--- config.mk ---
export PLATFORM = sky130hd
export DESIGN_NAME = spi_master_flat
export DESIGN_NICKNAME = d
export VERILOG_FILES = /design/src/rtl/spi_pkg.sv /design/src/rtl/spi_if.sv /design/src/rtl/spi_sclk_gen.sv /design/src/rtl/spi_master.sv /design/src/flat_wrapper.sv
export SDC_FILE = /design/constraint.sdc
export NUM_CORES = 1
export LEC_CHECK = 0
export ABC_AREA = 1
export BUFFER_PORTS_ARGS = -buffer_cell sky130_fd_sc_hd__buf_2
export CAP_MARGIN = 25
export CORE_ASPECT_RATIO = 0.5
export CORE_MARGIN = 5
export CORE_UTILIZATION = 33
export CTS_BUF_LIST = sky130_fd_sc_hd__clkbuf_4
export CTS_CLUSTER_SIZE = 24
export DETAILED_ROUTE_END_ITERATION = 16
export HOLD_SLACK_MARGIN = 0.1
export PLACE_DENSITY = 0.48
export SLEW_MARGIN = 15
export SYNTH_ARGS = -nofsm -noshare
export SYNTH_HDL_FRONTEND = slang
export SYNTH_SLANG_ARGS = --single-unit
--- constraint.sdc ---
create_clock -name clk -period 4.8 [get_ports clk]
set_clock_uncertainty 0.2 [all_clocks]
set_input_delay 0.24 -clock clk [delete_from_list [all_inputs] [get_ports clk]]
set_output_delay 0.24 -clock clk [all_outputs]
set_load 0.02 [all_outputs]
--- src/rtl/spi_pkg.sv ---
// Shared definitions for the SPI master slice.
//   SPI_DATA_W      : transfer width in bits (fixed at 16)
//   SPI_HALF_PERIOD : default clk cycles per SCLK half-period
//   SPI_BIT_CNT_W   : width of the per-word bit counter (counts 0..16)
//   spi_state_t     : transfer FSM states
//   is_last_bit     : true when the bit counter points at the final bit
package spi_pkg;

    localparam int SPI_DATA_W      = 16;
    localparam int SPI_HALF_PERIOD = 4;
    localparam int SPI_BIT_CNT_W   = 5;

    typedef enum logic [1:0] {
        IDLE   = 2'd0,
        SHIFT  = 2'd1,
        FINISH = 2'd2
    } spi_state_t;

    function automatic logic is_last_bit(input logic [SPI_BIT_CNT_W-1:0] cnt);
        return (cnt == SPI_BIT_CNT_W'(SPI_DATA_W - 1));
    endfunction

endpackage

--- src/rtl/spi_if.sv ---
// Bundle of the SPI master's request/data signals and the card-side pins.
//   EN, dataIN      : transfer request and word to send (controller -> master)
//   dataOUT, DONE   : received word and completion pulse (master -> controller)
//   MOSI, CS, SCLK  : serial pins driven by the master
//   MISO            : serial data returned by the card
// Modport master is the spi_master view; modport slave is the view of
// whatever surrounds it (controller logic plus card).
interface spi_if
    import spi_pkg::*;
();

    logic                  EN;
    logic [SPI_DATA_W-1:0] dataIN;
    logic                  MISO;
    logic [SPI_DATA_W-1:0] dataOUT;
    logic                  DONE;
    logic                  MOSI;
    logic                  CS;
    logic                  SCLK;

    modport master (
        input  EN, dataIN, MISO,
        output dataOUT, DONE, MOSI, CS, SCLK
    );

    modport slave (
        output EN, dataIN, MISO,
        input  dataOUT, DONE, MOSI, CS, SCLK
    );

endinterface

--- src/rtl/spi_sclk_gen.sv ---
// SCLK half-period divider.
//   clk, reset   : system clock, asynchronous active-low reset
//   i_enable     : count while high (transfer in progress)
//   i_clear      : restart the divider with SCLK low (transfer start)
//   o_rise_tick  : strobe on the clk edge where SCLK goes high
//   o_fall_tick  : strobe on the clk edge where SCLK goes low
//   o_sclk       : registered SCLK level, idle low
module spi_sclk_gen
    import spi_pkg::*;
#(
    parameter int HALF_PERIOD = SPI_HALF_PERIOD
) (
    input  logic clk,
    input  logic reset,
    input  logic i_enable,
    input  logic i_clear,
    output logic o_rise_tick,
    output logic o_fall_tick,
    output logic o_sclk
);

    localparam int              CNT_W = (HALF_PERIOD > 1) ? $clog2(HALF_PERIOD) : 1;
    localparam logic [CNT_W-1:0] LAST = CNT_W'(HALF_PERIOD - 1);

    logic [CNT_W-1:0] r_cnt;
    logic             r_sclk;
    logic             w_tick;

    // A tick marks the last clk of a half-period; the toggle lands on that edge.
    assign w_tick      = i_enable & (r_cnt == LAST);
    assign o_rise_tick = w_tick & ~r_sclk;
    assign o_fall_tick = w_tick &  r_sclk;
    assign o_sclk      = r_sclk;

    // Half-period counter and SCLK level register.
    always_ff @(posedge clk or negedge reset) begin
        if (!reset) begin
            r_cnt  <= '0;
            r_sclk <= 1'b0;
        end else if (i_clear) begin
            r_cnt  <= '0;
            r_sclk <= 1'b0;
        end else if (w_tick) begin
            r_cnt  <= '0;
            r_sclk <= ~r_sclk;
        end else if (i_enable) begin
            r_cnt  <= r_cnt + CNT_W'(1);
        end else begin
            r_cnt  <= r_cnt;
        end
    end

endmodule

--- src/rtl/spi_master.sv ---
// 16-bit full-duplex SPI master, mode 0 (CPOL=0, CPHA=0), MSB first.
//   clk, reset : system clock, asynchronous active-low reset
//   bus        : spi_if.master (EN/dataIN in, dataOUT/DONE out, SPI pins)
// Parameters: HALF_PERIOD = clk cycles per SCLK half (>= 1), DATA_W = 16.
// CS, DONE and dataOUT are registered from the next state, so they change on
// the same edge the FSM enters FINISH: CS is low for exactly 32*HALF_PERIOD
// clk and, with EN held, high for exactly two clk (FINISH, IDLE) between words.
module spi_master
    import spi_pkg::*;
#(
    parameter int HALF_PERIOD = SPI_HALF_PERIOD,
    parameter int DATA_W      = SPI_DATA_W
) (
    input  logic     clk,
    input  logic     reset,
    spi_if.master    bus
);

    spi_state_t               r_state;
    spi_state_t               w_next_state;
    logic                     w_load;
    logic                     w_div_en;
    logic                     w_rise;
    logic                     w_fall;
    logic                     w_sclk;
    logic [DATA_W-1:0]        r_tx;
    logic [DATA_W-1:0]        r_rx;
    logic [DATA_W-1:0]        r_data_out;
    logic [SPI_BIT_CNT_W-1:0] r_bitcnt;
    logic                     r_mosi;
    logic                     r_cs;
    logic                     r_done;

    assign w_div_en = (r_state == SHIFT);

    spi_sclk_gen #(
        .HALF_PERIOD (HALF_PERIOD)
    ) u_sclk_gen (
        .clk         (clk),
        .reset       (reset),
        .i_enable    (w_div_en),
        .i_clear     (w_load),
        .o_rise_tick (w_rise),
        .o_fall_tick (w_fall),
        .o_sclk      (w_sclk)
    );

    // FSM state register.
    always_ff @(posedge clk or negedge reset) begin
        if (!reset) begin
            r_state <= IDLE;
        end else begin
            r_state <= w_next_state;
        end
    end

    // Next-state logic and transfer-start strobe.
    always_comb begin
        w_next_state = r_state;
        w_load       = 1'b0;
        case (r_state)
            IDLE: begin
                if (bus.EN) begin
                    w_load       = 1'b1;
                    w_next_state = SHIFT;
                end else begin
                    w_next_state = IDLE;
                end
            end
            SHIFT: begin
                if (w_fall && is_last_bit(r_bitcnt)) begin
                    w_next_state = FINISH;
                end else begin
                    w_next_state = SHIFT;
                end
            end
            FINISH: begin
                w_next_state = IDLE;
            end
            default: begin
                w_next_state = IDLE;
            end
        endcase
    end

    // Shift registers, bit counter and registered pin/handshake outputs.
    always_ff @(posedge clk or negedge reset) begin
        if (!reset) begin
            r_tx       <= '0;
            r_rx       <= '0;
            r_data_out <= '0;
            r_bitcnt   <= '0;
            r_mosi     <= 1'b0;
            r_cs       <= 1'b1;
            r_done     <= 1'b0;
        end else begin
            r_cs   <= (w_next_state != SHIFT);
            r_done <= (w_next_state == FINISH);
            // The last MISO bit was taken half a period earlier, so r_rx is complete here.
            if ((r_state == SHIFT) && (w_next_state == FINISH)) begin
                r_data_out <= r_rx;
            end
            if (w_load) begin
                r_tx     <= bus.dataIN;
                r_mosi   <= bus.dataIN[DATA_W-1];
                r_rx     <= '0;
                r_bitcnt <= '0;
            end else if (w_rise) begin
                r_rx <= {r_rx[DATA_W-2:0], bus.MISO};
            end else if (w_fall) begin
                r_bitcnt <= r_bitcnt + SPI_BIT_CNT_W'(1);
                // After the final bit MOSI simply holds; it is don't-care once CS is high.
                if (!is_last_bit(r_bitcnt)) begin
                    r_tx   <= {r_tx[DATA_W-2:0], 1'b0};
                    r_mosi <= r_tx[DATA_W-2];
                end
            end
        end
    end

    assign bus.MOSI    = r_mosi;
    assign bus.CS      = r_cs;
    assign bus.SCLK    = w_sclk;
    assign bus.DONE    = r_done;
    assign bus.dataOUT = r_data_out;

endmodule

--- src/flat_wrapper.sv ---
// flat-port wrapper written by rule: the top's interface ports become plain ports
module spi_master_flat import spi_pkg::*;
#(
    parameter int HALF_PERIOD = SPI_HALF_PERIOD,
    parameter int DATA_W      = SPI_DATA_W
)
  (clk, reset, bus_EN, bus_dataIN, bus_MISO, bus_dataOUT, bus_DONE, bus_MOSI, bus_CS, bus_SCLK);
  spi_if bus_i ();
  input  logic clk;
  input  logic reset;
  input wire logic [$bits(bus_i.EN)-1:0] bus_EN;
  input wire logic [$bits(bus_i.dataIN)-1:0] bus_dataIN;
  input wire logic [$bits(bus_i.MISO)-1:0] bus_MISO;
  output wire logic [$bits(bus_i.dataOUT)-1:0] bus_dataOUT;
  output wire logic [$bits(bus_i.DONE)-1:0] bus_DONE;
  output wire logic [$bits(bus_i.MOSI)-1:0] bus_MOSI;
  output wire logic [$bits(bus_i.CS)-1:0] bus_CS;
  output wire logic [$bits(bus_i.SCLK)-1:0] bus_SCLK;
  assign bus_i.EN = bus_EN;
  assign bus_i.dataIN = bus_dataIN;
  assign bus_i.MISO = bus_MISO;
  assign bus_dataOUT = bus_i.dataOUT;
  assign bus_DONE = bus_i.DONE;
  assign bus_MOSI = bus_i.MOSI;
  assign bus_CS = bus_i.CS;
  assign bus_SCLK = bus_i.SCLK;
  spi_master #(.HALF_PERIOD(HALF_PERIOD), .DATA_W(DATA_W)) u_core (.clk(clk), .reset(reset), .bus(bus_i));
endmodule
# Word-level counts from Yosys, hierarchy flattened

Cells that the tools add are included.

$add $sub $neg: 2
Multipliers: 0
Div/mod/pow operators: 0
Magnitude comparators: 0
Equal/unequal tests: 7
Shift operators: 0
Muxes and demuxes: 23
Bitwise logic cells: 4
Reductions and logical operators: 9

Operators with widths:

| operator                                                        | count |
|---|---|
| 15-bit two-way mux                                              | 4 |
| 16-bit two-way mux                                              | 2 |
| 5-bit two-way mux                                               | 3 |
| 1-bit two-way mux                                               | 9 |
| 2-bit two-way mux                                               | 4 |
| 2-bit nonzero test                                              | 3 |
| 5-bit by 1-bit adder with 5-bit output, second input constant   | 1 |
| 5-bit by 4-bit == test with 1-bit output, second input constant | 1 |
| 2-bit == test, second input constant                            | 2 |
| 2-bit != test, second input constant                            | 2 |
| 2-bit one-hot mux with 2 select lines                           | 1 |
| 1-bit AND                                                       | 3 |
| 3-bit AND reduction                                             | 1 |
| 3-bit nonzero test                                              | 1 |
| 2-bit by 1-bit adder with 2-bit output, second input constant   | 1 |
| 2-bit by 1-bit == test with 1-bit output, second input constant | 1 |
| 1-bit logical AND                                               | 2 |
| 2-bit logical NOT                                               | 1 |
| 2-bit by 1-bit != test with 1-bit output, second input constant | 1 |
| 2-bit AND reduction                                             | 1 |
| 1-bit inverter                                                  | 1 |

Register bits after elaboration: 60
Latch bits: 0
RAM bits: 0
ROM bits: 0
Input bits: 20
Memories kept: 0

# Longest topological paths before layout

Gate-level depths: netlist of the first run.

Depth after elaboration: 8
Gate-level depth with buffers: 9
Mapped depth without buffers: 8

# Hierarchy

A second synthesis of the first run with hierarchy kept.

Cells, all modules: 328
Area, all modules: 2821.5 um^2

By module, submodules not included:

| module       | times used | cells an instance | area each (um^2) |
|---|---|---|---|
| spi_master   | 1          | 304               | 2648.8 |
| spi_sclk_gen | 1          | 24                | 172.7 |

# Worst setup path before layout of the first run

Ideal clock, no wire load.

Path type: flip-flop to flip-flop
From: register u_core.r_bitcnt[0]
To: register u_core.r_mosi (netlist: u_core.bus.MOSI)
Library setup time: 0.117 ns
Arrival time: 1.409 ns
Data required time: 4.483 ns
Slack: 3.074 ns
Stages on the path, launching flop included: 10
Path buffers: 1
Cells stage by stage: dfrtp_1 -> ha_1 -> nand2_1 -> nor2_1 -> ha_1 -> nand2_8 -> nand2_4 -> buf_4 -> nand2_1 -> nand2_1

Word-level cells in the longest chain between the ends: 3

RTL lines:

| what                                     | line              | source |
|---|---|---|
| from (decl)                              | spi_master.sv:29  | `logic [SPI_BIT_CNT_W-1:0] r_bitcnt;` |
| from (signal assigned)                   | spi_master.sv:111 | `r_bitcnt <= r_bitcnt + SPI_BIT_CNT_W'(1);` |
| 5-bit by 4-bit == test with 1-bit output | spi_pkg.sv:20     | `return (cnt == SPI_BIT_CNT_W'(SPI_DATA_W - 1));` |
| 2-bit != test (no line)                  | -                 |  |
| 3-bit AND reduction (no line)            | -                 |  |
| to (signal assigned)                     | spi_master.sv:105 | `r_mosi <= bus.dataIN[DATA_W-1];` |
| to (signal assigned)                     | spi_master.sv:115 | `r_mosi <= r_tx[DATA_W-2];` |
| to (decl)                                | spi_master.sv:30  | `logic r_mosi;` |

Every way passes these cells.
A chain may end at the register's enable or synchronous reset.

# Worst setup path after layout of the first run

From: register u_core.r_state[0]
To: register u_core.r_tx[8]

Word-level cells in the longest chain between the ends: 5

RTL lines:

| what                                                                 | line                                   | source |
|---|---|---|
| from (decl)                                                          | spi_master.sv:19                       | `spi_state_t r_state;` |
| from (signal assigned)                                               | spi_master.sv:53                       | `r_state <= w_next_state;` |
| 2-bit by 1-bit == test with 1-bit output                             | spi_master.sv:34                       | `assign w_div_en = (r_state == SHIFT);` |
| 1-bit AND                                                            | spi_sclk_gen.sv:30                     | `assign w_tick = i_enable & (r_cnt == LAST);` |
| 1-bit AND (on tied branches)                                         | spi_sclk_gen.sv:31, spi_sclk_gen.sv:32 |  |
| 2-bit != test (no line) / 2-bit nonzero test (equally long branches) | -                                      |  |
| 3-bit AND reduction (no line)                                        | -                                      |  |
| to (signal assigned)                                                 | spi_master.sv:104                      | `r_tx <= bus.dataIN;` |
| to (signal assigned)                                                 | spi_master.sv:114                      | `r_tx <= {r_tx[DATA_W-2:0], 1'b0};` |
| to (decl)                                                            | spi_master.sv:26                       | `logic [DATA_W-1:0] r_tx;` |

Parallel ways exist; a longest one is shown, timed or not.

==> run metrics, run 1 <==
status=completed; Critical Path Sink Type=register; DRC Markers=0; Reg2Reg Launch Point=u_core.r_state[0]; Post-Synthesis Cell Area=2730 um2; standard-cell rows=23; clk_lat worst skew=approximately 0.42 ns; most frequent cells in the layout=160 x nand2_1, 59 x dfrtp_1, 51 x nand3_1; crit path max fanout=37; Fin. Hold Viols=0; cells along the critical path=nor2_4, nand2_8, nand2_4, nand2_4, nand2_1, nand2_1; core footprint=about 8000 um2; clock-pin slew on the worst setup and hold paths=0.10 ns; fmax=~470 MHz; MaxCap Viol Count=0; RSZ-0062 raised after global routing=no; final core occ=41.0%; die area=10300 um2; area grow syn2layout=20.8%; Initial Utilization=33.9%; HP Class=in -> reg; Comb power frac=23.8%; Num CTS Buffers=9; DR WL/cell=12.3 um; hold depth=4; Initial DRC Count=151; Setup Viol. Count Final=0; CP arrival=about 2.3 ns; Reg-to-Reg End=u_core.r_tx[8]; sw power=0.485 mW; TritonCTS clock tree=yes; setup TNS=0 ns; Max Slew Vio Count=0; Setup CP Type=reg -> reg; hold path endpoint=u_core.u_sclk_gen.r_cnt[1]; post-synth net total=340; share of cells above drive strength 1=17.2%; HPWL after DPL=3800 um; pwr/cell area=approximately 440 nW/um2; Worst-Margin Slew=roughly 0.77 ns; n_diodes=0; port bufs=39; Die Width=between 100 and 150 um; CTS H-tree depth=3; Tcrit/Tclk final=44.7%; first-pass GRT wire length=slightly above 10000 um; Synth Register Bits=60; Total GRT Usage=12.6%; commonest non-fill, non-tap cell in the layout=nand2_1; Via density=4.49; Worst setup SP type=register; post-layout min period=2.15 ns; syn avg cell area=approximately 8.6 um2; R2R depth=6; Worst slew margin=49.0%; Clock Sinks=60; register area share after synthesis=55.1%; antenna viol nets, final=0; maximum root-to-sink buffer count=2; CP peak stage delay=0.48 ns; I/O pin count=40; hold_sp=bus_EN; Total Nets Final=395; Die Height=74.3 um; Peak VDD IR=about 0.17 mV; DRT Pass-1 Iters=4; switching share of power=33.7%; clock share of power=27.0%; Synth cell types=22; Resize count post-CTS=0; Root Buffer=clkbuf_4; GP Congestion=0.774; vias in the first global route=2127; internal cell power=~0.96 mW; vias=2198; cell count after synthesis=approximately 320; post-CTS setup buffers=0; WP data required=4.91 ns; Seq pwr share=between 40 and 50%; flop2flop setup slack=roughly 2.7 ns; initial antenna violation count=0; Slowest cell on crit path=dfrtp_1; largest net degree at the start of global routing=61; gr ovfl total=0; Leak=1.71 nW; warnings from Yosys=0; final wirelength=6010 um
-- layout make-up --
| class | instances | area [um2] |
|---|---|---|
| multi-input combinational | 234 | 1080 |
| tap | 112 | 140 |
| sequential | 60 | 1500 |
| fill | 829 | 4740 |
| clock buffer | 9 | 67.6 |
| inverter | 9 | 33.8 |
| timing repair buffer | 58 | 383 |
| clock inverter | 7 | 81.3 |
-- cells by family (layout without fill, tap and decap cells) --
logic type                 after synthesis  count (layout)  share of synthesized area [%]
AOI/OAI and AO/OA                        3               3                          0.597
buffers and inverters                   23              83                           5.10
DFF                                     60              60                           55.1
and+or+nand+nor                        227             227                           37.5
xor gates and xnor gates                 1               1                          0.321
adders and majority gates                3               3                           1.38
-- critical path: cells and delay by family, from the launching register on --
| family | cells | cell delay (ns) |
|---|---|---|
| DFF | 1 | 0.48 |
| and+or+nand+nor | 6 | 1.35 |
-- cell usage after synthesis (all sizes together) --
library cell | n | area share (%)
dfstp | 1 | 0.96
nand2 | 165 | 25
ha | 3 | 1.4
buf | 13 | 3.7
dfrtp | 59 | 54
o21ai | 1 | 0.18
inv | 9 | 1.2
nand3 | 51 | 9.4
clkbuf | 1 | 0.14
o22ai | 1 | 0.23
xor2 | 1 | 0.32
nand4 | 4 | 1.5
nor2 | 7 | 2.1
a21oi | 1 | 0.18
-- what timing repair did --
action	CTS	global route
endpoints found under the setup margin	0	0
endpoints found under the hold margin	76	0
hold buffers	18	0
-- power groups by stage --
| stage | registers (mW) | logic [mW] | clock network (mW) |
|---|---|---|---|
| floorplan | 0.717 | 0.250 | 0 |
| global placement | 0.713 | 0.325 | 0 |
| detailed placement | 0.716 | 0.337 | 0 |
| CTS | 0.707 | 0.351 | 0.407 |
| global route | 0.720 | 0.397 | 0.429 |
| finish | 0.708 | 0.343 | 0.390 |
-- state kept, by name, summed over array words and instances, names as in the netlist --
name and count:
u_core.bus.DONE 1, u_core.r_tx 15, u_core.r_state 2, u_core.u_sclk_gen.r_cnt 2, u_core.r_bitcnt 5, u_core.u_sclk_gen.o_sclk 1
u_core.r_rx 16, u_core.bus.CS 1, u_core.bus.dataOUT 16, u_core.bus.MOSI 1
-- metal layers --
layer | track usage, % | share of wire (%)
met1 | 14.9 | 48
met2 | 20.7 | 46
met3 | 5.20 | 5.2
met4 | 5.26 | 1.3
met5 | 0 | 0
-- how the worst max path moves through the flow --
stage	startpoint	to	slack (ns)
after detailed placement	u_core.r_state[0]	u_core.r_tx[8]	2.65
final	u_core.r_state[0]	u_core.r_tx[8]	2.65
after floorplan	u_core.r_bitcnt[0]	u_core.bus.MOSI	3.07
after CTS	u_core.r_state[0]	u_core.r_tx[8]	2.62
after global routing	u_core.r_state[0]	u_core.r_tx[14]	2.48
after global placement	u_core.r_state[0]	u_core.r_tx[5]	2.72
-- stage by stage --
| stage | hold slack (ns) | instance area (um2) | instances | power (mW) | setup slack (ns) |
|---|---|---|---|---|---|
| finish | 0.154 | 3290 | 489 | 1.44 | 2.65 |
| global route | 0.132 | 3290 | 489 | 1.55 | 2.48 |
| CTS | 0.119 | 3290 | 489 | 1.47 | 2.62 |
| detailed placement | 0.251 | 2960 | 455 | 1.05 | 2.65 |
| global placement | 0.248 | 2960 | 455 | 1.04 | 2.72 |
| floorplan | -0.256 | 2730 | 317 | 0.967 | 3.07 |
(Power assumes the default switching activity.)
==> run 2, diff against run 1 <==
--- a/config.mk
+++ b/config.mk
@@ -15,7 +15,7 @@
 export CTS_CLUSTER_SIZE = 24
 export DETAILED_ROUTE_END_ITERATION = 16
 export HOLD_SLACK_MARGIN = 0.1
-export PLACE_DENSITY = 0.48
+export PLACE_DENSITY = 0.5
 export SLEW_MARGIN = 15
 export SYNTH_ARGS = -nofsm -noshare
 export SYNTH_HDL_FRONTEND = slang
==> constraint.sdc (replaced) <==
create_clock -name clk -period 1.9 [get_ports clk]
set_clock_uncertainty 0.2 [all_clocks]
set_input_delay 0.095 -clock clk [delete_from_list [all_inputs] [get_ports clk]]
set_output_delay 0.095 -clock clk [all_outputs]
set_load 0.02 [all_outputs]
==> run 2 against run 1 <==
Compared with the run above:
- first-iteration DRC count is 11% lower
- total power rose to 2.6 times the previous value
- sequential power grew to 2.5 times the previous value
- clock power grew to 2.7 times the previous value
- register-to-register slack lost 2.5 ns
- global-route usage rose by 0.64 points
- highest routed layer unchanged
- non-clock buffer count grew 12
- largest power group unchanged
==> run metrics, run 2 (same netlist as run 1, synthesis figures left out) <==
Power, Total=3.74 mW; critical path's most frequent cell=nand2_1; Max Slew Vio Count=0; TritonCTS clock tree=yes; DRC Markers=0; Setup CP Type=reg -> reg; antenna viol nets, final=0; DP Area=approximately 3000 um2; initial antenna violation count=0; CP peak stage delay=0.41 ns; HP Class=in -> reg; Critical Path Sink Type=register; vias in the first global route=2195; Via density=4.52; GP Congestion=~0.8; Num CTS Buffers=9; storage element area=1500 um2; clock-pin slew on the worst setup and hold paths=approximately 0.11 ns; Die Height=74.3 um; final core occ=42.9%; DR WL/cell=12.1 um; MaxCap Viol Count=0; Slowest cell on crit path=dfrtp_1; Worst setup SP type=register; pre-CTS setup slack=0.0393 ns; first-pass GRT wire length=10800 um; Leak=between 1.5 and 2 nW; area grow syn2layout=26.3%; Reg2Reg Launch Point=u_core.r_bitcnt[1]; commonest non-fill, non-tap cell in the layout=nand2_1; Worst Setup SP=u_core.r_bitcnt[1]; die area=10300 um2; Top delay family on crit path=adder cells; vias=2265; final worst slack=0.116 ns; RSZ-0062 raised after global routing=no; final wirelength=6080 um; Root Buffer=clkbuf_4; crit path max fanout=10; post-route cell area=3440 um2; standard-cell rows=23; area occupied by multi-input gates=1100 um2; port bufs=39; Total Nets Final=407; gr ovfl total=0; Fin. Hold Viols=0; Tcrit/Tclk final=around 94%; core footprint=between 8000 and 9000 um2; Worst-Margin Slew=0.387 ns; I/O pin count=40; CP arrival=roughly 1.9 ns; DRT Pass-1 Iters=4; maximum root-to-sink buffer count=2; flop2flop setup slack=between 0.1 and 0.15 ns; hold_sp=bus_dataIN[0]; share of cells above drive strength 1=between 20% and 30%; clk_lat worst skew=0.41 ns; Total GRT Usage=13.2%; Initial DRC Count=around 130; WP data required=2.00 ns; setup TNS=0 ns; Crit path buffers/inverters=1; pwr/cell area=1090 nW/um2; post-layout min period=1.78 ns; CTS H-tree depth=3; Setup Viol. Count Final=0; most frequent cells in the layout=160 x nand2_1, 59 x dfrtp_1, 51 x nand3_1; n_diodes=0; Die Width=139 um; fmax=560 MHz; largest net degree at the start of global routing=21; cells along the critical path=ha_1, nand2_1, nor2_1, ha_2, nand2_8, buf_4, nand3_1, nand2_1; Peak VDD IR=0.329 mV; Worst slew margin=between 70% and 80%; Initial Utilization=around a third; Clock Sinks=60; status=completed; HPWL after DPL=3920 um; Fill cells=812
[run 2: stage by stage]
| step | instances | hold slack (ns) |
|---|---|---|
| after floorplan | 317 | -0.401 |
| after global placement | 462 | -0.117 |
| after detailed placement | 462 | -0.109 |
| after CTS | 499 | 0.206 |
| after global routing | 501 | 0.233 |
| final | 501 | 0.243 |
[run 2: area by class of cell]
type	count	area share, %
repair buffers	70	14.5
clock buffers	10	2.18
multi-input cells	234	32.0
well taps	112	4.07
flip-flops and latches	60	43.7
clock inverters	6	2.58
inverters	9	0.982
[run 2: metal layers]
layer  part of all wire [%]  vias to the layer above  wire length [um]  track usage, %
met1                     51                     1077              3110            17.0
met2                     44                       36              2670            20.6
met3                    4.3                        4               260            5.07
met4                   0.72                        0                44            5.04
li1                       -                     1148                 -               -
met5                      0                        -                 0               0
[run 2: repair_timing]
| item | 4_1_cts | 5_1_grt |
|---|---|---|
| endpoints found under the setup margin | 0 | 27 |
| hold buffers | 21 | 0 |
| hold endpoints to repair | 83 | 0 |
| setup buffers | 0 | 1 |
| resized for setup | 0 | 3 |
[run 2: worst reg2reg max path: stages (launching register included)]
cell,delay (ns)
dfrtp_1,0.41
ha_1,0.20
nand2_1,0.06
nor2_1,0.10
ha_2,0.27
nand2_8,0.10
buf_4,0.19
nand3_1,0.09
nand2_1,0.06
[run 2: where the power goes]
group	internal, mW	switching [mW]	total (mW)
sequential	1.57	0.208	1.78
combinational	0.362	0.557	0.920
clock	0.548	0.496	1.04
[run 2: path summary, 6_finish.rpt]
path / to / depth (start not counted)
hold / removal: u_core.r_tx[0] / 4
setup reg to reg: u_core.r_tx[5] / 8
min in group asynchronous: u_core.u_sclk_gen.r_cnt[1] / 3
hold reg to reg: u_core.bus.dataOUT[5] / 2
setup / recovery: u_core.r_tx[5] / 8
max in group asynchronous: u_core.bus.MOSI / 4
